===== config.mk =====
export PLATFORM = sky130hd
export DESIGN_NAME = mxu_array_ctrl
export DESIGN_NICKNAME = d
export VERILOG_FILES = /design/src/rtl/mxu_array_ctrl.sv
export SDC_FILE = /design/constraint.sdc
export NUM_CORES = 1
export LEC_CHECK = 0
export ABC_CLOCK_PERIOD_IN_PS = 2700
export BUFFER_PORTS_ARGS = -buffer_cell sky130_fd_sc_hd__buf_2
export CAP_MARGIN = 10
export CORE_AREA = 3 3 84 117
export DETAILED_ROUTE_END_ITERATION = 10
export DIE_AREA = 0 0 87 120
export GPL_TIMING_DRIVEN = 0
export HOLD_SLACK_MARGIN = 0.1
export PLACE_DENSITY = 0.78
export SYNTH_ARGS = -nofsm -noshare
export SYNTH_HDL_FRONTEND = slang
export SYNTH_SLANG_ARGS = --single-unit
export TNS_END_PERCENT = 20

===== constraint.sdc =====
create_clock -name clk -period 2.7 [get_ports clk]
set_clock_uncertainty 0.1 [all_clocks]
set_input_delay 0.405 -clock clk [delete_from_list [all_inputs] [get_ports clk]]
set_output_delay 0.405 -clock clk [all_outputs]
set_load 0.005 [all_outputs]

===== src/rtl/mxu_array_ctrl.sv =====
// Weight-preload / activation-stream controller for an NxN systolic PE array.
// Optional macro MXU_CTRL_SKEW_EN staggers activation lanes by row index (row r lags row 0 by r cycles).
module mxu_array_ctrl #(
  parameter int N = 4
) (
  input  logic             clk,
  input  logic             rst,
  input  logic             start,
  input  logic [7:0]       num_vectors,
  input  logic             w_valid,
  output logic             w_ready,
  input  logic [8*N-1:0]   w_data,
  input  logic             a_valid,
  output logic             a_ready,
  input  logic [8*N-1:0]   a_data,
  output logic             load_phase,
  output logic [7:0]       load_weight_target_y,
  output logic [8*N-1:0]   load_weight,
  output logic [8*N-1:0]   act_out,
  output logic [N-1:0]     act_valid,
  output logic             busy,
  output logic             done
);

`ifdef MXU_CTRL_SKEW_EN
  localparam int DRAIN_LEN = 2 * N;
`else
  localparam int DRAIN_LEN = N + 1;
`endif

  typedef enum logic [2:0] {IDLE, LOAD, STREAM, DRAIN, DONE} state_t;

  state_t           state_q, state_d;
  logic [7:0]       num_q, num_d;
  logic [7:0]       y_q, y_d;
  logic [7:0]       vec_q, vec_d;
  logic [7:0]       drn_q, drn_d;
  logic             lp_q, lp_d;
  logic [7:0]       ty_q, ty_d;
  logic [8*N-1:0]   lw_q, lw_d;
  logic             w_hs, a_hs;

  assign w_ready = (state_q == LOAD);
  assign a_ready = (state_q == STREAM);
  assign w_hs    = w_valid & w_ready;
  assign a_hs    = a_valid & a_ready;
  assign busy    = (state_q != IDLE);
  assign done    = (state_q == DONE);

  assign load_phase           = lp_q;
  assign load_weight_target_y = ty_q;
  assign load_weight          = lw_q;

  always_comb begin
    state_d = state_q;
    num_d   = num_q;
    y_d     = y_q;
    vec_d   = vec_q;
    drn_d   = drn_q;
    lp_d    = w_hs;
    ty_d    = w_hs ? y_q : ty_q;
    lw_d    = w_hs ? w_data : lw_q;
    case (state_q)
      IDLE: begin
        if (start) begin
          num_d   = num_vectors;
          y_d     = 8'd0;
          vec_d   = 8'd0;
          state_d = LOAD;
        end
      end
      LOAD: begin
        if (w_hs) begin
          y_d = y_q + 8'd1;
          if (y_q == 8'(N - 1)) begin
            drn_d   = 8'd0;
            state_d = (num_q == 8'd0) ? DRAIN : STREAM;
          end
        end
      end
      STREAM: begin
        // compare against num-1 so that 255 finishes before the counter could wrap
        if (a_hs) begin
          vec_d = vec_q + 8'd1;
          if (vec_q == num_q - 8'd1) begin
            drn_d   = 8'd0;
            state_d = DRAIN;
          end
        end
      end
      DRAIN: begin
        drn_d = drn_q + 8'd1;
        if (drn_q == 8'(DRAIN_LEN - 1)) state_d = DONE;
      end
      DONE:    state_d = IDLE;
      default: state_d = IDLE;
    endcase
  end

  always_ff @(posedge clk) begin
    if (rst) begin
      state_q <= IDLE;
      num_q   <= '0;
      y_q     <= '0;
      vec_q   <= '0;
      drn_q   <= '0;
      lp_q    <= 1'b0;
      ty_q    <= '0;
      lw_q    <= '0;
    end else begin
      state_q <= state_d;
      num_q   <= num_d;
      y_q     <= y_d;
      vec_q   <= vec_d;
      drn_q   <= drn_d;
      lp_q    <= lp_d;
      ty_q    <= ty_d;
      lw_q    <= lw_d;
    end
  end

`ifdef MXU_CTRL_SKEW_EN
  // Lane r is a shift register of depth r+1; idle cycles shift in zero bubbles.
  for (genvar r = 0; r < N; r++) begin : g_lane
    logic [r:0][7:0] dat_q, dat_d;
    logic [r:0]      vld_pipe_q, vld_pipe_d;

    always_comb begin
      dat_d         = dat_q;
      vld_pipe_d    = vld_pipe_q;
      dat_d[0]      = a_hs ? a_data[8*r +: 8] : 8'h00;
      vld_pipe_d[0] = a_hs;
      for (int k = 1; k <= r; k++) begin
        dat_d[k]      = dat_q[k-1];
        vld_pipe_d[k] = vld_pipe_q[k-1];
      end
    end

    always_ff @(posedge clk) begin
      if (rst) begin
        dat_q      <= '0;
        vld_pipe_q <= '0;
      end else begin
        dat_q      <= dat_d;
        vld_pipe_q <= vld_pipe_d;
      end
    end

    assign act_out[8*r +: 8] = dat_q[r];
    assign act_valid[r]      = vld_pipe_q[r];
  end
`else
  logic [8*N-1:0] act_q, act_d;
  logic [N-1:0]   av_q, av_d;

  always_comb begin
    act_d = a_hs ? a_data : '0;
    av_d  = {N{a_hs}};
  end

  always_ff @(posedge clk) begin
    if (rst) begin
      act_q <= '0;
      av_q  <= '0;
    end else begin
      act_q <= act_d;
      av_q  <= av_d;
    end
  end

  assign act_out   = act_q;
  assign act_valid = av_q;
`endif

endmodule


==> out/qor.txt, run 1 <==
Commonest non-fill, non-tap cell in the layout - buf_2
Core outline area - 0.00898 mm^2
Routed WL - 11100 um
Critical path type - register to register
Std-Cell Rows - 41
Crit Path Max Fanout - 10
GRT busiest layer - met2
Fill cell count - 781
Reg2reg setup slack - 0.11 ns
Post-synthesis mux area share - 2.16%
Final setup TNS - 0 ns
CTS sink cnt - 109
Vias in the first global route - 3946
Relative slew slack - 53.1%
Die W - 87 um
R2R Path Start - num_q[0]
Final nets - 738
Cell internal pwr - 2550 uW
Remaining Overflow, GRT - 0
Area delta synth->final - 28.7%
Arrival @ worst endpoint - 2.71 ns
CP Launch Type - register
Die footprint - 0.0104 mm^2
Worst Hold Path Cells - 2
1st-iter DRT viols - 173
Async SR Flop Fraction - 0%
Register area share after synthesis - 50.9%
Sequential share of power - 50.3%
M3 GR Usage - 5.22%
Top FF cell, synth - dfxtp_1
Total CTS buffers - 9
FF-to-FF End - drn_q[2]
Final Max Tran Viols - 0
Cell Area, Synth - 0.00429 mm^2
Largest family of logic cells by synthesized area - simple AND/OR/NAND/NOR gates
Max-cap violations - 0
DPL Wire Length - 8590 um
Critical Path Sink - drn_q[2]
Initial antenna violation count - 0
Avg Cell Area, Syn - 8.78 um^2
Crit. End Element - register
Finished Cell Area - 0.00552 mm^2
Vias - 3928
Avg WL per Cell - 14.5 um
All-layer global routing usage - 21.2%
Slew @ Worst Pin - 0.698 ns
Status - finished, final reports clean
Post-place instance area - 0.00520 mm^2
Sequential Area - 0.00218 mm^2
Ant. Diodes - 0
Net Count, Synth - 570
Power Density - 602 mW/mm^2
Reg2Reg Depth - 10
FMAX - 386 MHz
Clock Tree Buf Depth - 2
Largest net degree at the start of global routing - 18
Worst setup path startpoint - num_q[0]
Req. time, crit path - 2.82 ns
Sw Ratio - 23.3%
GRT met2 Usage - 38.2%
Synth Area in Simple Gates - 26.3%
GR Layer Usage met1 - 23.4%
First-pass GRT wire length - 17700 um
H-tree Lvls - 3
Die Y - 120 um
Commonest non-fill, non-tap cells in the layout - 161 x buf_2, 109 x dfxtp_1, 108 x nand2_1, 58 x a21oi_1, 33 x and2_1
Post-CTS Setup Inserts - 0
Synth Area in XOR/XNOR - 4.50%
Iteration count of the initial detailed-routing pass - 4
Slowest-stage cell, CP - dfxtp_1
Clock power share - 40.6%
Psw - 775 uW
RSZ-0062 raised after global routing - false
Final period util - 95.9%
# DRC - 0
Synth Instances - 488
Adder-cell share of the synthesized area - 1.46%
Setup violators final - 0
EDFF count, synth - 0
Synth Area in Compound Gates - 11.0%
Reg clk slew, reported paths - 0.07 ns
Most used cell, CP - buf_2
Biggest cell delay along the critical path - 0.42 ns
Comb pwr share - 9.1%
Hold Violations, Final - 0
Leak - 0.00244 uW
CTS tree - built
Worst-Skew Late Latency - 0.34 ns
Global placement routability congestion - 0.816
DR vias/cell - 5.11
Port bufs - 157
Synth cell types - 48
Post-route minimum period - 2.59 ns
Critical-path cell list - inv_1 > ha_1 > buf_2 > xnor2_1 > a211o_1 > a211oi_4 > nand4b_1 > buf_2 > nand3b_1 > mux2i_1
Root Driver - clkbuf_16
Starting Density - 47.7%
Hold_buf cts - 0
Max VDD drop - 509 uV
HP Class - input pin to register
Post-CTS sizing - 0
Synth Warn # - 0
Final ANT Viol Nets - 0
Share of cells above drive strength 1 - 28.0%
Register bit total from synthesis - 109
Area of the multi-input gates - 0.00194 mm^2
IO Count - 158
cells by family after synthesis:
kind of cell    Yosys count
compound gates           76
xor+xnor                 22
fa+ha+maj                 5
buf+inv                  38
flops                   109
mux                       8
simple gates            230
worst max-delay path: cells and delay by family, from the launching register on:
| kind | cells | cell delay, ns |
|---|---|---|
| compound gates | 2 | 0.65 |
| buf+inv | 3 | 0.51 |
| flops | 1 | 0.42 |
| xor+xnor | 1 | 0.13 |
| fa+ha+maj | 1 | 0.20 |
| mux | 1 | 0.08 |
| simple gates | 2 | 0.39 |
final cells by class:
cell class,instances,area share [%]
well taps,107,2.43
inverters,9,0.612
flip-flops and latches,109,39.6
clock inverters,4,0.998
plain buffers,29,2.27
multi-input cells,341,35.2
repair buffers,157,14.2
clock buffers,12,4.65
routing by layer:
metal / vias to the layer above / share of wire [%]
met1: 1838 / 39
met3: 19 / 5.9
met5: - / 0
met4: 0 / 1.9
li1: 1960 / -
met2: 111 / 53
power groups by stage:
stage / clock network (uW) / logic (uW) / registers (uW)
2_1_floorplan: 0 / 171 / 1700
3_3_place_gp: 0 / 294 / 1710
3_5_place_dp: 0 / 303 / 1710
4_1_cts: 1380 / 305 / 1670
5_1_grt: 1450 / 337 / 1670
6_report: 1350 / 303 / 1670
how the worst min path moves through the flow:
stage / startpoint / end / slack [ns]
after CTS: a_data[22] / act_out[22] / 0.15
after detailed placement: load_weight[7] / load_weight[7] / 0.35
after floorplan: load_weight[0] / load_weight[0] / 0.35
final: a_data[22] / act_out[22] / 0.16
after global routing: a_data[22] / act_out[22] / 0.15
after global placement: load_weight[7] / load_weight[7] / 0.34
sequential cells by signal, indices dropped and copies added (netlist names):
| signal | count |
|---|---|
| y_q | 8 |
| load_weight | 32 |
| act_valid | 1 |
| load_weight_target_y | 8 |
| vec_q | 8 |
| load_phase | 1 |
| state_q | 3 |
| act_out | 32 |
| drn_q | 8 |
| num_q | 8 |
per-stage QoR:
step                util, %  hold slack [ns]  setup slack (ns)  total power (uW)  std cells
floorplan                 -            0.353             0.376              1880        488
global placement       58.0            0.341             0.237              2000        752
detailed placement     58.0            0.346             0.169              2010        752
CTS                    61.4            0.149             0.142              3350        768
global route           61.4            0.155          0.000356              3460        768
finish                 61.4            0.162             0.111              3320        768
Yosys cell counts, types with 2 or more instances:
master | instances | area share (%)
buf_4 | 3 | 0.53
nor4b_1 | 2 | 0.41
xnor2_1 | 10 | 2.0
a21oi_1 | 58 | 6.8
nor3b_1 | 2 | 0.35
nand2_1 | 108 | 9.5
xor2_1 | 12 | 2.5
mux2i_1 | 7 | 1.6
or3_1 | 2 | 0.29
nand4_1 | 6 | 0.88
and2_1 | 33 | 4.8
dfxtp_1 | 109 | 51
buf_2 | 4 | 0.47
nand3b_1 | 5 | 0.88
or4b_1 | 2 | 0.47
a211oi_1 | 4 | 0.70
ha_1 | 5 | 1.5
nand3_1 | 20 | 2.3
and3_1 | 6 | 0.88
nor2_1 | 27 | 2.4
o211ai_1 | 4 | 0.70
and4_1 | 2 | 0.41
nor3_1 | 5 | 0.58
inv_1 | 8 | 0.70
clkbuf_1 | 21 | 1.8
No activity file was read; power rests on OpenSTA's default activity.
==> run 2: changes to the inputs <==
- ABC_AREA: unset -> 1
- CORE_AREA: 3 3 84 117 -> 3 3 84 118
- DIE_AREA: 0 0 87 120 -> 0 0 87 121
- PLACE_DENSITY: 0.78 -> 0.77
==> run 2 against run 1 <==
Against the previous run: cell area up 1.0%; routed wire length down 2.6%; first-iteration DRC count up 20%; via count up 4.6%; hold slack better by 0.0037 ns; register-to-register slack better by 0.41 ns; maximum frequency up 19%; largest power group unchanged.
==> out/qor.txt, run 2 <==
Clock power share - 30.5%
Avg WL per Cell - 12.7 um
# DRC - 0
Synth cell types - 34
Power Density - 832 mW/mm^2
Starting Density - 48.3%
Comb pwr share - 27.2%
Remaining Overflow, GRT - 0
Iteration count of the initial detailed-routing pass - 4
Req. time, crit path - 2.82 ns
Cell internal pwr - 3140 uW
DPL Wire Length - 8290 um
Root Driver - clkbuf_16
Final hold slack - 0.166 ns
Hold_buf cts - 0
Psw - 1500 uW
CTS sink cnt - 109
Top FF cell, synth - dfxtp_1
1st-iter DRT viols - 208
Area of the multi-input gates - 0.00174 mm^2
Clock Tree Buf Depth - 2
Ant. Diodes - 0
Fill cell count - 808
Cell Area, Synth - 0.00433 mm^2
Total CTS buffers - 9
All-layer global routing usage - 21.2%
Final nets - 821
Final period util - 80.6%
Routed WL - 10800 um
First-pass GRT wire length - 17900 um
PnR Total Power - 4630 uW
Setup violators final - 0
Post-CTS sizing - 0
Std-Cell Rows - 41
Die Y - 121 um
Die W - 87 um
CTS tree - built
Synth Instances - 572
Largest cells by area after synthesis - dfxtp_1 50%, nor2_1 11%, inv_1 6.6%
Final ANT Viol Nets - 0
Crit. End Element - register
Area delta synth->final - 28.6%
Slew @ Worst Pin - 0.636 ns
Sequential Area - 0.00218 mm^2
Final cell utilization of the core - 62.1%
Core outline area - 0.00898 mm^2
IO Count - 158
DR vias/cell - 4.83
Vias - 4108
Final setup TNS - 0 ns
Async SR Flop Fraction - 0%
HP Class - input pin to register
Vias in the first global route - 4089
Post-CTS Setup Inserts - 0
Largest net degree at the start of global routing - 18
CP Launch Type - register
Synth Warn # - 0
Sw Ratio - 32.3%
Avg Cell Area, Syn - 7.57 um^2
Port bufs - 156
Reg clk slew, reported paths - 0.07 ns
Status - finished, final reports clean
Net Count, Synth - 654
Register bit total from synthesis - 109
Post-synth top area cell - dfxtp_1
Crit Path Max Fanout - 8
RSZ-0062 raised after global routing - false
Initial antenna violation count - 0
Sequential share of power - 42.3%
Critical path type - register to register
Max-cap violations - 0
Commonest cells in the netlist - 127 x nor2_1, 109 x dfxtp_1, 76 x inv_1, 68 x nand2_1, 55 x o21ai_0
Arrival @ worst endpoint - 2.29 ns
H-tree Lvls - 3
Finished Cell Area - 0.00557 mm^2
Leak - 0.00287 uW
Die footprint - 0.0105 mm^2
Commonest non-fill, non-tap cell in the layout - buf_2
Relative slew slack - 57.4%
Global placement routability congestion - 0.798
FMAX - 460 MHz
Most instantiated library cell after synthesis - nor2_1
Hold Violations, Final - 0
Register area share after synthesis - 50.4%
Max VDD drop - 579 uV
Final Max Tran Viols - 0
Worst-Skew Late Latency - 0.35 ns
Post-route minimum period - 2.18 ns
Commonest non-fill, non-tap cells in the layout - 163 x buf_2, 127 x nor2_1, 109 x dfxtp_1, 76 x inv_1, 68 x nand2_1
Synth top area share - 50.4%
EDFF count, synth - 0
Post-place instance area - 0.00525 mm^2
Share of cells above drive strength 1 - 27.6%
[run 2: logic make-up after synthesis]
| group | count (synthesis) | share of synthesized area [%] |
|---|---|---|
| buffers and inverters | 102 | 9.36 |
| xor gates and xnor gates | 6 | 1.21 |
| AOI/OAI and AO/OA | 98 | 11.6 |
| DFF | 109 | 50.4 |
| adders and majority gates | 5 | 1.44 |
| and+or+nand+nor | 252 | 26.0 |
[run 2: path summary, 6_finish.rpt]
kind / cells past startpoint / slack, ns / to / start
worst max-delay path: 13 / 0.52 / drn_q[4] / num_q[0]
worst min-delay path: 3 / 0.17 / act_out[27] / a_data[27]
worst max register to register: 13 / 0.52 / drn_q[4] / num_q[0]
worst min register to register: 1 / 0.38 / y_q[7] / y_q[7]
[run 2: power by group through the flow]
stage | clock, uW | sequential [uW] | combinational (uW)
after floorplan | 0 | 1990 | 798
after detailed placement | 0 | 1990 | 1260
final | 1410 | 1960 | 1260
after CTS | 1430 | 1960 | 1270
after global placement | 0 | 1980 | 1220
after global routing | 1480 | 1980 | 1450
[run 2: cell type report]
type | count | share of cell area (%)
clock inverters | 6 | 1.55
well taps | 107 | 2.40
repair buffers | 156 | 14.0
multi-input cells | 361 | 31.3
clock buffers | 10 | 4.29
plain buffers | 22 | 1.84
inverters | 80 | 5.43
flip-flops and latches | 109 | 39.2
[run 2: critical path, stage by stage (launching register included)]
cell     delay (ns)
dfxtp_1        0.34
inv_1          0.12
ha_1           0.24
nand3_1        0.14
o21ai_0        0.25
nand2_1        0.08
nand2_1        0.06
nand2_1        0.05
nor2_1         0.09
nand2_1        0.08
nand2_1        0.12
nand2_1        0.20
nand2_1        0.12
a21oi_1        0.06
[run 2: layer usage]
metal  part of all wire, %  routed length [um]  global-route usage (%)
met1                    40                4320                    24.1
met4                   2.0                 219                    9.16
met2                    53                5710                    37.3
met5                     0                   0                       0
met3                   5.3                 568                    4.96
[run 2: metrics by stage]
step | setup slack (ns) | std cells
3_5_place_dp | 0.549 | 835
6_report | 0.525 | 851
4_1_cts | 0.533 | 851
5_1_grt | 0.261 | 851
2_1_floorplan | 0.916 | 572
3_3_place_gp | 0.612 | 835
==> run 3: changes to the inputs <==
- ABC_CLOCK_PERIOD_IN_PS: 2700 -> 2100
- clock period: 2.7 -> 2.1 ns (I/O delays scaled with it)
==> run 3 against run 2 <==
Against the previous run: core utilization grew 6.3 points; worst setup slack lost 0.37 ns; global-route usage up 3.7 points; sequential power is 29% higher; sequential cell count unchanged; final cell count rose by 6.5%; power is 33% higher; combinational power rose by 43%; first-iteration DRC count decreased by 13%; cell area increased by 10%; die area stayed put; clock-buffer cell count is the same; critical path type unchanged; critical endpoint is now load_weight[3].
==> out/qor.txt, run 3 (synthesis results as in run 2) <==
Clock Tree Buf Depth - 2
Crit. End Element - register
Ant. Diodes - 0
Area of the multi-input gates - 0.00177 mm^2
Share of cells above drive strength 1 - 26.8%
Final Max Tran Viols - 0
Req. time, crit path - 2.23 ns
Core outline area - 0.00898 mm^2
Remaining Overflow, GRT - 0
Reg clk slew, reported paths - 0.07 ns
Leak - 0.00311 uW
Die W - 87 um
# DRC - 0
Relative slew slack - 57.4%
PnR Total Power - 6150 uW
CP Launch Type - register
Final WS setup - 0.155 ns
Commonest non-fill, non-tap cells in the layout - 163 x buf_2, 126 x nor2_1, 109 x dfxtp_1, 75 x inv_1, 65 x nand2_1
Initial antenna violation count - 0
Final ANT Viol Nets - 0
CTS sink cnt - 109
Port bufs - 156
First-pass GRT wire length - 20700 um
Worst-Skew Late Latency - 0.35 ns
Slew @ Worst Pin - 0.635 ns
All-layer global routing usage - 25.0%
Post-route minimum period - 1.94 ns
Worst Hold Path Cells - 3
Critical-path cell list - inv_1 > nor3_4 > inv_2 > nor2_1 > buf_2 > inv_2 > buf_2 > nor2_1 > nor2_1
Total CTS buffers - 9
FMAX - 514 MHz
Vias in the first global route - 4533
Avg WL per Cell - 14.2 um
1st-iter DRT viols - 181
Final nets - 876
Hold Violations, Final - 0
Commonest non-fill, non-tap cell in the layout - buf_2
Vias - 4504
Fill cell count - 690
Worst slack at placement - -0.0511 ns
Std-Cell Rows - 41
Largest net degree at the start of global routing - 18
Routed WL - 12900 um
Sequential Area - 0.00218 mm^2
Critical path type - register to register
Most used cell, CP - nor2_1
Slowest-stage cell, CP - dfxtp_1
Die footprint - 0.0105 mm^2
Power Density - 1000 mW/mm^2
DR vias/cell - 4.97
Setup violators final - 0
IO Count - 158
Starting Density - 48.3%
Status - finished, final reports clean
Biggest cell delay along the critical path - 0.38 ns
Iteration count of the initial detailed-routing pass - 4
H-tree Lvls - 3
Arrival @ worst endpoint - 2.08 ns
Max-cap violations - 0
DPL Wire Length - 8290 um
Reg2Reg Depth - 9
Global placement routability congestion - 0.798
HP Class - input pin to register
Max VDD drop - 732 uV
Die Y - 121 um
CTS tree - built
Area delta synth->final - 41.7%
Root Driver - clkbuf_16
Crit Path Max Fanout - 10
Final period util - 92.6%
[run 3: worst max-delay path: cells and delay by family, from the launching register on]
family | cells | cell delay, ns
buffers and inverters | 5 | 0.75
AND/OR/NAND/NOR | 4 | 0.59
flip-flops | 1 | 0.38
[run 3: repair_timing]
action	in CTS	in global routing
hold endpoints to repair	53	0
hold buffers	53	0
cloned	0	0
setup buffers	0	2
pin swaps	0	2
setup endpoints to repair	8	24
resized for setup	1	8
[run 3: power breakdown]
part / internal [uW] / total, uW / switching, uW / leakage, uW
combinational: 714 / 1800 / 1080 / 0.00206
sequential: 2350 / 2520 / 175 / 0.000886
clock: 1080 / 1830 / 751 / 0.000158
total: 4140 / 6150 / 2010 / 0.00311
[run 3: metal layers]
layer	share of wire, %	vias up	routed length, um	track usage (%)
met2	53	139	6840	44.1
met5	0	-	0	0
met4	4.1	0	524	13.3
met3	5.4	45	698	5.91
li1	-	2230	-	-
met1	37	2090	4830	26.9
[run 3: final timing paths]
kind         startpoint              end  slack [ns]
max          state_q[0]   load_weight[3]        0.16
min          w_data[17]  load_weight[17]        0.11
max reg2reg  state_q[0]   load_weight[3]        0.16
min reg2reg      y_q[7]           y_q[7]        0.39
[run 3: layout make-up]
class	instances	share of cell area (%)
Buffer	22	1.67
Clock buffer	10	3.89
Clock inverter	6	1.41
Inverter	80	4.93
Multi-Input combinational cell	361	28.8
Sequential cell	109	35.5
Tap cell	107	2.18
Timing Repair Buffer	211	21.6
[run 3: metrics by stage]
step,cell area (um^2),hold WS (ns),instances,util [%],TNS (ns)
5_1_grt,6140,0.108,906,68.4,-0.0398
3_3_place_gp,5250,0.334,835,58.4,0
6_report,6140,0.106,906,68.4,0
4_1_cts,6100,0.100,904,68.0,0
2_1_floorplan,4330,0.322,572,-,0
3_5_place_dp,5250,0.370,835,58.4,-0.328
